File: config.mk
export PLATFORM = sky130hd
export DESIGN_NAME = dft_uart_rx_word
export DESIGN_NICKNAME = d
export VERILOG_FILES = /design/src/rtl/dft_uart_pkg.sv /design/src/rtl/dft_uart_rx_timer.sv /design/src/rtl/dft_uart_rx_word.sv
export SDC_FILE = /design/constraint.sdc
export NUM_CORES = 1
export LEC_CHECK = 0
export CAP_MARGIN = 20
export CORE_AREA = 2 2 109 80
export CTS_CLUSTER_SIZE = 10
export DETAILED_ROUTE_END_ITERATION = 6
export DIE_AREA = 0 0 111 82
export GPL_ROUTABILITY_DRIVEN = 0
export PLACE_DENSITY = 0.76
export SETUP_SLACK_MARGIN = 0.2
export SLEW_MARGIN = 10
export SYNTH_ARGS = -nofsm -noshare
export SYNTH_HDL_FRONTEND = slang
export SYNTH_HIERARCHICAL = 1
export SYNTH_SLANG_ARGS = --single-unit
File: constraint.sdc
create_clock -name clk -period 6.55 [get_ports clk]
set_clock_uncertainty 0.15 [all_clocks]
set_input_delay 1.6375 -clock clk [delete_from_list [all_inputs] [get_ports clk]]
set_output_delay 1.6375 -clock clk [all_outputs]
set_load 0.01 [all_outputs]
File: src/rtl/dft_uart_pkg.sv
// Shared definitions for the DFT UART word paths: rx FSM encoding, default
// register addresses and status register bit positions.
package dft_uart_pkg;

    typedef enum logic [4:0] {
        WAIT_B3 = 5'b00001,
        WAIT_B2 = 5'b00010,
        WAIT_B1 = 5'b00100,
        WAIT_B0 = 5'b01000
    } rx_state_t;

    localparam logic [31:0] DATA_ADDR_DEFAULT = 32'h0000_0003;
    localparam logic [31:0] STAT_ADDR_DEFAULT = 32'h0000_0004;

    localparam int STAT_VALID_BIT   = 0;
    localparam int STAT_OVERRUN_BIT = 1;

endpackage

File: src/rtl/dft_uart_rx_timer.sv
// Inter-byte watchdog counter: counts while enabled, expires on its last count.
module dft_uart_rx_timer #(
    parameter int          WIDTH = 28,
    parameter logic [27:0] LIMIT = 28'd50000000
) (
    input  logic clk,
    input  logic rst_n,
    input  logic clear,
    input  logic enable,
    output logic expire
);

    logic [WIDTH-1:0] count;

    always_ff @(posedge clk or negedge rst_n) begin
        if (!rst_n) begin
            count <= '0;
        end else if (clear) begin
            count <= '0;
        end else if (enable) begin
            count <= count + 1'b1;
        end
    end

    assign expire = enable && (count == WIDTH'(LIMIT - 28'd1));

endmodule

File: src/rtl/dft_uart_rx_word.sv
// Host-to-core DFT receive path: packs four UART bytes MSB-first into a word
// exposed via memory-mapped data/status. Optional macro: DFT_UART_RX_TIMEOUT_EN.
module dft_uart_rx_word
    import dft_uart_pkg::*;
#(
    parameter int                   BIT_WIDTH      = 32,
    parameter logic [BIT_WIDTH-1:0] DATA_ADDR      = DATA_ADDR_DEFAULT,
    parameter logic [BIT_WIDTH-1:0] STAT_ADDR      = STAT_ADDR_DEFAULT,
    parameter logic [27:0]          TIMEOUT_CYCLES = 28'd50000000
) (
    input  logic                 clk,
    input  logic                 rst,
    input  logic [7:0]           uart_dat_o,
    input  logic                 uart_rx_ready,
    input  logic [BIT_WIDTH-1:0] Address,
    input  logic                 MemRead,
    output logic [BIT_WIDTH-1:0] rd_data,
    output logic                 rd_hit,
    output logic                 word_valid,
    output logic                 overrun
);

    rx_state_t            state;
    logic [31:0]          shift_reg;
    logic [BIT_WIDTH-1:0] word_reg;
    logic                 data_rd;
    logic                 stat_rd;
    logic                 complete;
    logic                 timeout;

    assign data_rd  = MemRead && (Address == DATA_ADDR);
    assign stat_rd  = MemRead && (Address == STAT_ADDR);
    assign rd_hit   = data_rd || stat_rd;
    assign complete = uart_rx_ready && (state == WAIT_B0);

`ifdef DFT_UART_RX_TIMEOUT_EN
    dft_uart_rx_timer #(
        .WIDTH (28),
        .LIMIT (TIMEOUT_CYCLES)
    ) u_timer (
        .clk    (clk),
        .rst_n  (rst),
        .clear  (uart_rx_ready || (state == WAIT_B3)),
        .enable (state != WAIT_B3),
        .expire (timeout)
    );
`else
    assign timeout = 1'b0;
`endif

    // NOTE: sequential state uses non-blocking assignments so every register
    // samples pre-edge values regardless of statement order.
    always_ff @(posedge clk or negedge rst) begin
        if (!rst) begin
            state     <= WAIT_B3;
            shift_reg <= '0;
        end else if (uart_rx_ready) begin
            // A strobe always wins over a coincident timeout.
            unique case (state)
                WAIT_B3: begin shift_reg[31:24] <= uart_dat_o; state <= WAIT_B2; end
                WAIT_B2: begin shift_reg[23:16] <= uart_dat_o; state <= WAIT_B1; end
                WAIT_B1: begin shift_reg[15:8]  <= uart_dat_o; state <= WAIT_B0; end
                WAIT_B0: begin shift_reg[7:0]   <= uart_dat_o; state <= WAIT_B3; end
                default: state <= WAIT_B3;
            endcase
        end else if (timeout) begin
            state <= WAIT_B3;
        end
    end

    // Flag sets take priority over read-side clears in the same cycle.
    always_ff @(posedge clk or negedge rst) begin
        if (!rst) begin
            word_reg   <= '0;
            word_valid <= 1'b0;
            overrun    <= 1'b0;
        end else begin
            if (complete && (!word_valid || data_rd)) begin
                word_reg   <= BIT_WIDTH'({shift_reg[31:8], uart_dat_o});
                word_valid <= 1'b1;
            end else if (data_rd) begin
                word_valid <= 1'b0;
            end

            if (complete && word_valid && !data_rd) begin
                overrun <= 1'b1;
            end else if (stat_rd) begin
                overrun <= 1'b0;
            end
        end
    end

    // NOTE: rd_data gets a default before any branch so no latch is inferred.
    always_comb begin
        rd_data = '0;
        if (data_rd) begin
            rd_data = word_reg;
        end else if (stat_rd) begin
            rd_data[STAT_VALID_BIT]   = word_valid;
            rd_data[STAT_OVERRUN_BIT] = overrun;
        end
    end

endmodule

==> metrics.cfg, run 1 <==
[job]
max_cap_viol_count=0

[setup_path]
worstReg2RegEnd=word_reg[25]
critical_path_arrival_ns=3.73
worstReg2RegStart=state[1]
critPathKind=primary input to primary output
r2r_cells=5
cp-end-kind=primary output
cp.required_ns=4.76
cp-startpoint=Address[0]
cp-start-kind=primary input
r2r_slack_ns=3.99
path_max_fanout=32

[finish]
nets=526
largest_reg_flops=32
n_antenna_cell=0
design_area_mm2=0.005052
final.fill_count=690
drive_gt1_share_pct=18.48
syn_to_final_growth_pct=28.89

[floorplanning]
row_count=28
io_pins=79
start_util_pct=48.44
die_x_um=111
coreArea_mm2=0.008093
dieArea_mm2=0.009102
die_y_um=82

[timing]
tightest_slew_ns=1.020
hold_ws_ns=0.3776
fin_setup_tns_ns=0
timing.fmax_mhz=181.1
setup_viol=0
fin_crit_sh_pct=84.31
hold_viol_final=0
slew_headroom_pct=31.44
slew_viol_final=0
period_minus_slack_ns=5.522
fin_ws_ns=1.028
rsz0062_at_grt=no

[pwr]
power.internal_uw=1043
power_uw=1533
comb_power_share_pct=28.4
p_per_area_mw_per_mm2=303.4
p_switching_uw=490.0
clockPowerShare_pct=33.5
swShare_pct=31.97
p_seq_share_pct=38.1
vdd_drop_max_mv=0.1641
leakage_uw=0.002114

[route]
routed_wl_um=10970
ant_nets=0
drt-initial-drc-count=343
viasPerCell=6.122
dr.pass1.iters=5
drc=0
wl_per_cell_um=18.53
vias=3624

[global_routing]
grt_util_met3_pct=5.609
grt_max_degree=69
antenna_found_initial=0
grt_pass1_wl_um=18240
grtUsageTotal_pct=25.20
overflow=0
met1_usage_pct=32.92
grt_use_met2_pct=42.39
grt_busiest_layer=met2
grt_pass1_vias=3540

[min_path]
holdPathEnd=shift_reg[28]
hold_depth=1
hp-class=flip-flop to flip-flop
holdCritStartpoint=shift_reg[28]

[clock_tree]
htree_levels=3
numCtsBuffers=9
cts-root-buf=clkbuf_16
cts_tree=done
clk-insertion-delay-late_ns=0.33
clock_path_buffers=2
cts_sinks=62
cts_setup_buffers=0
cts_resized=0
cts_hold_buf=0
path_clk_slew_ns=0.05

[logic_synthesis]
netlist_instances=425
synth-seq-cells=62
synthArstFlopShare_pct=100.0
netlist_area_mm2=0.003920
synth_edf_count=0
synth_cell_type_count=31
ys_dominant_reg_cell=dfrtp_1
synth_nets=469
postSynthAreaPerCell_um2=9.224
yosysSeqAreaShare_pct=39.61
synth-warning-count=6

[placed_design]
port_buffers=78
dp_slack_ns=1.023
hpwl_um=6950
place_area_mm2=0.004728

[outcome]
status=finished, final reports clean

kinds of logic (layout without fill, tap and decap cells):
family,Yosys count,in the layout,share of synthesized area (%)
muxes,24,24,6.894
AOI/OAI and AO/OA,74,74,17.08
buffers and inverters,79,141,8.235
and+or+nand+nor,186,186,28.18
DFF,62,62,39.61
power groups by stage:
| stage | clock [uW] | sequential (uW) | combinational (uW) |
|---|---|---|---|
| 5_1_grt | 539 | 598 | 477 |
| 3_3_place_gp | 0 | 576 | 411 |
| 2_1_floorplan | 0 | 555 | 325 |
| 6_report | 514 | 583 | 436 |
| 3_5_place_dp | 0 | 586 | 430 |
| 4_1_cts | 524 | 581 | 434 |
cell usage after synthesis (2+ instances only):
| master | number | area, um2 |
|---|---|---|
| nor2_1 | 33 | 123.9 |
| mux2_2 | 24 | 270.3 |
| buf_2 | 12 | 60.06 |
| a22oi_1 | 2 | 15.01 |
| nor4_1 | 6 | 37.54 |
| inv_1 | 35 | 131.4 |
| nor3_1 | 2 | 10.01 |
| and2_1 | 34 | 212.7 |
| nand3_1 | 3 | 15.01 |
| o221a_2 | 32 | 360.4 |
| nand3b_1 | 2 | 15.01 |
| clkbuf_1 | 30 | 112.6 |
| o211ai_1 | 32 | 240.2 |
| nand4b_1 | 32 | 280.3 |
| dfrtp_1 | 61 | 1526 |
| a21o_1 | 2 | 15.01 |
| nand2_1 | 35 | 131.4 |
| and4_1 | 2 | 17.52 |
| nand4_1 | 32 | 200.2 |
| o21ai_0 | 3 | 15.01 |
how the worst max path moves through the flow:
stage	to	slack [ns]	cells after the start
finish	rd_data[30]	1.03	6
global route	rd_data[27]	0.87	6
CTS	rd_data[31]	1.02	6
detailed placement	rd_data[0]	1.02	7
global placement	rd_hit	1.03	7
floorplan	rd_data[0]	1.97	6
routing by layer:
layer	vias up	wire length [um]
met4	0	163
li1	1690	-
met2	123	5295
met1	1794	4818
met5	-	0
met3	17	695
metrics by stage:
step	utilization, %	std cells
finish	62.43	592
global route	62.43	592
CTS	62.43	592
detailed placement	58.43	576
global placement	58.43	576
floorplan	-	425
layout make-up:
class / instances / area (um2) / area share (%)
clock buffer: 10 / 239.0 / 4.730
clock inverter: 6 / 85.08 / 1.684
inverter: 35 / 131.4 / 2.600
multi-input combinational: 284 / 2047 / 40.52
sequential: 62 / 1553 / 30.73
tap: 105 / 131.4 / 2.600
timing repair buffer: 90 / 865.8 / 17.14
critical path, cell delays in order:
cell	delay [ns]
clkdlybuf4s50_1	0.47
and3b_2	0.54
nand3_1	0.17
buf_4	0.23
nor2_1	0.12
clkdlybuf4s50_1	0.55
cells in the final DEF, fill, tap and decap left out, drive strengths merged:
cell and count:
a21o 2, a21oi 1, a22oi 2, a32o 1, and2 34, and3b 1
and4 2, buf 13, bufinv 2, clkbuf 10, clkdlybuf4s50 77, clkinv 2
clkinvlp 2, dfrtp 61, dfstp 1, inv 35, mux2 24, nand2 35
nand3 3, nand3b 2, nand4 32, nand4b 32, nor2 33, nor3 2
nor3b 1, nor4 7, nor4b 2, o211ai 32, o21ai 3, o221a 32
o22a 1
(Power assumes the default switching activity.)
==> inputs of run 2 (changes only) <==
- CORE_AREA: 2 2 109 80 -> 2 2 113 82
- DIE_AREA: 0 0 111 82 -> 0 0 115 84
- PLACE_DENSITY: 0.76 -> 0.75
- clock period: 6.55 -> 4.5 ns (I/O delays scaled with it)
==> run 2 against run 1 <==
- register-to-register slack worse by 1.8 ns
- flip-flop and latch count unchanged
- combinational power up 44%
- critical path depth up 1
- critical path type unchanged
==> metrics.cfg, run 2 (synthesis gave the netlist of run 1 again) <==
[clock_tree]
numCtsBuffers=9
clk-insertion-delay-late_ns=0.33
path_clk_slew_ns=0.05
cts_tree=done
htree_levels=3
cts-root-buf=clkbuf_16
clock_path_buffers=2
cts_hold_buf=0
cts_sinks=62

[global_routing]
overflow=0
grt_pass1_wl_um=18330
antenna_found_initial=0
grt_max_degree=58
grtUsageTotal_pct=23.97
grt_pass1_vias=3617

[timing]
fin_setup_tns_ns=0
hold_viol_final=0
slew_headroom_pct=42.60
slew_viol_final=0
setup_viol=0
tightest_slew_ns=0.8609
fin_ws_ns=0.09368
timing.fmax_mhz=226.9
fin_crit_sh_pct=97.92
period_minus_slack_ns=4.406
rsz0062_at_grt=yes

[floorplanning]
die_y_um=84
row_count=29
coreArea_mm2=0.008708
start_util_pct=45.01
io_pins=79
dieArea_mm2=0.009660
die_x_um=115

[pwr]
leakage_uw=0.002583
p_per_area_mw_per_mm2=416.4
comb_power_share_pct=29.5
p_seq_share_pct=40.6
p_switching_uw=704.6
power_uw=2130
clockPowerShare_pct=29.9
swShare_pct=33.08
vdd_drop_max_mv=0.3597
power.internal_uw=1426

[finish]
final.fill_count=771
fin_util_pct=58.75
syn_to_final_growth_pct=30.51
ff_latch_area_mm2=0.001553
largest_reg_flops=32
n_antenna_cell=0
final_common_cell=dfrtp_1
final_cell_mix=61 x dfrtp_1, 47 x clkdlybuf4s50_1, 35 x nand2_1, 35 x inv_1
multiInputGateArea_mm2=0.002056
nets=532
drive_gt1_share_pct=19.27

[placed_design]
dp_slack_ns=0.1516
hpwl_um=7148
port_buffers=78

[setup_path]
cp.required_ns=3.22
cpMostUsedCell=clkdlybuf4s50_1
slowest_stage=clkdlybuf4s50_1
critPathKind=primary input to primary output
worstReg2RegEnd=word_reg[10]
critical_path_arrival_ns=3.13
path_max_fanout=19
cp-end-kind=primary output
r2r_slack_ns=2.18
cpPeakStageDelay_ns=0.54
crit_chain=clkdlybuf4s50_1 > nor4b_1 > and4_1 > buf_4 > nand2_1 > nor2_1 > clkdlybuf4s50_1
cp-start-kind=primary input
r2r_cells=5
worstReg2RegStart=state[1]

[route]
dr.pass1.iters=7
vias=3727
drt-initial-drc-count=413
wl_per_cell_um=18.66
viasPerCell=6.201
ant_nets=0
routed_wl_um=11210
drc=0

[outcome]
status=finished, final reports clean

[min_path]
holdPathEnd=shift_reg[22]
hold_depth=1
holdCritStartpoint=shift_reg[22]
hp-class=flip-flop to flip-flop

[job]
max_cap_viol_count=0

run 2: changes by cell type in the layout (fill, tap and decap cells not counted), moves of 2 or more:
cell and delta:
clkinvlp_4 -2, dlymetal6s2s_1 +22, buf_6 +3, dlygate4sd2_1 +8
buf_4 +3, bufinv_16 -2, clkbuf_1 +3, clkdlybuf4s50_1 -30
run 2: worst max path at each step:
stage                            from         end  slack [ns]  cells after the start
final                     Address[16]  rd_data[1]        0.09                      7
after global routing      Address[16]  rd_data[0]       -0.03                      7
after CTS                 Address[16]  rd_data[1]        0.15                      7
after detailed placement  Address[16]  rd_data[1]        0.15                      7
after global placement     Address[9]  rd_data[1]        0.12                      7
after floorplan           Address[16]  rd_data[0]        0.95                      6
run 2: worst max-delay path, delay by kind of cell:
kind | cells | cell delay, ns
buffers and inverters | 3 | 1.18
AND/OR/NAND/NOR | 4 | 0.82
run 2: per-stage QoR:
step | cells | instance area (um2) | hold slack [ns]
final | 601 | 5116 | 0.3796
after global routing | 601 | 5116 | 0.3961
after CTS | 599 | 5034 | 0.3770
after detailed placement | 583 | 4762 | 0.3653
after global placement | 583 | 4762 | 0.3543
after floorplan | 425 | 3920 | 0.3438
run 2: per-layer routing:
layer	global-route usage (%)	up-vias	wire length (um)
li1	-	1703	-
met1	34.35	1866	5216
met2	35.88	144	5263
met3	6.609	14	636
met4	5.805	0	97
met5	0	-	0
run 2: power by group through the flow:
stage / combinational, uW / sequential, uW / clock [uW]
3_5_place_dp: 618 / 867 / 0
6_report: 629 / 864 / 637
3_3_place_gp: 593 / 854 / 0
4_1_cts: 621 / 859 / 650
2_1_floorplan: 473 / 807 / 0
5_1_grt: 687 / 885 / 680
run 2: layout make-up:
cell class / count / share of cell area (%)
clock buffers: 14 / 5.160
clock inverters: 2 / 0.1956
inverters: 35 / 2.568
multi-input cells: 284 / 40.18
flip-flops and latches: 62 / 30.35
well taps: 108 / 2.641
repair buffers: 96 / 18.90
run 2: timing repair:
| item | in CTS | in global routing |
|---|---|---|
| buffers inserted | 0 | 2 |
| endpoints found under the setup margin | 23 | 25 |
| gates resized for setup | 10 | 26 |
| pin swaps | 2 | 2 |
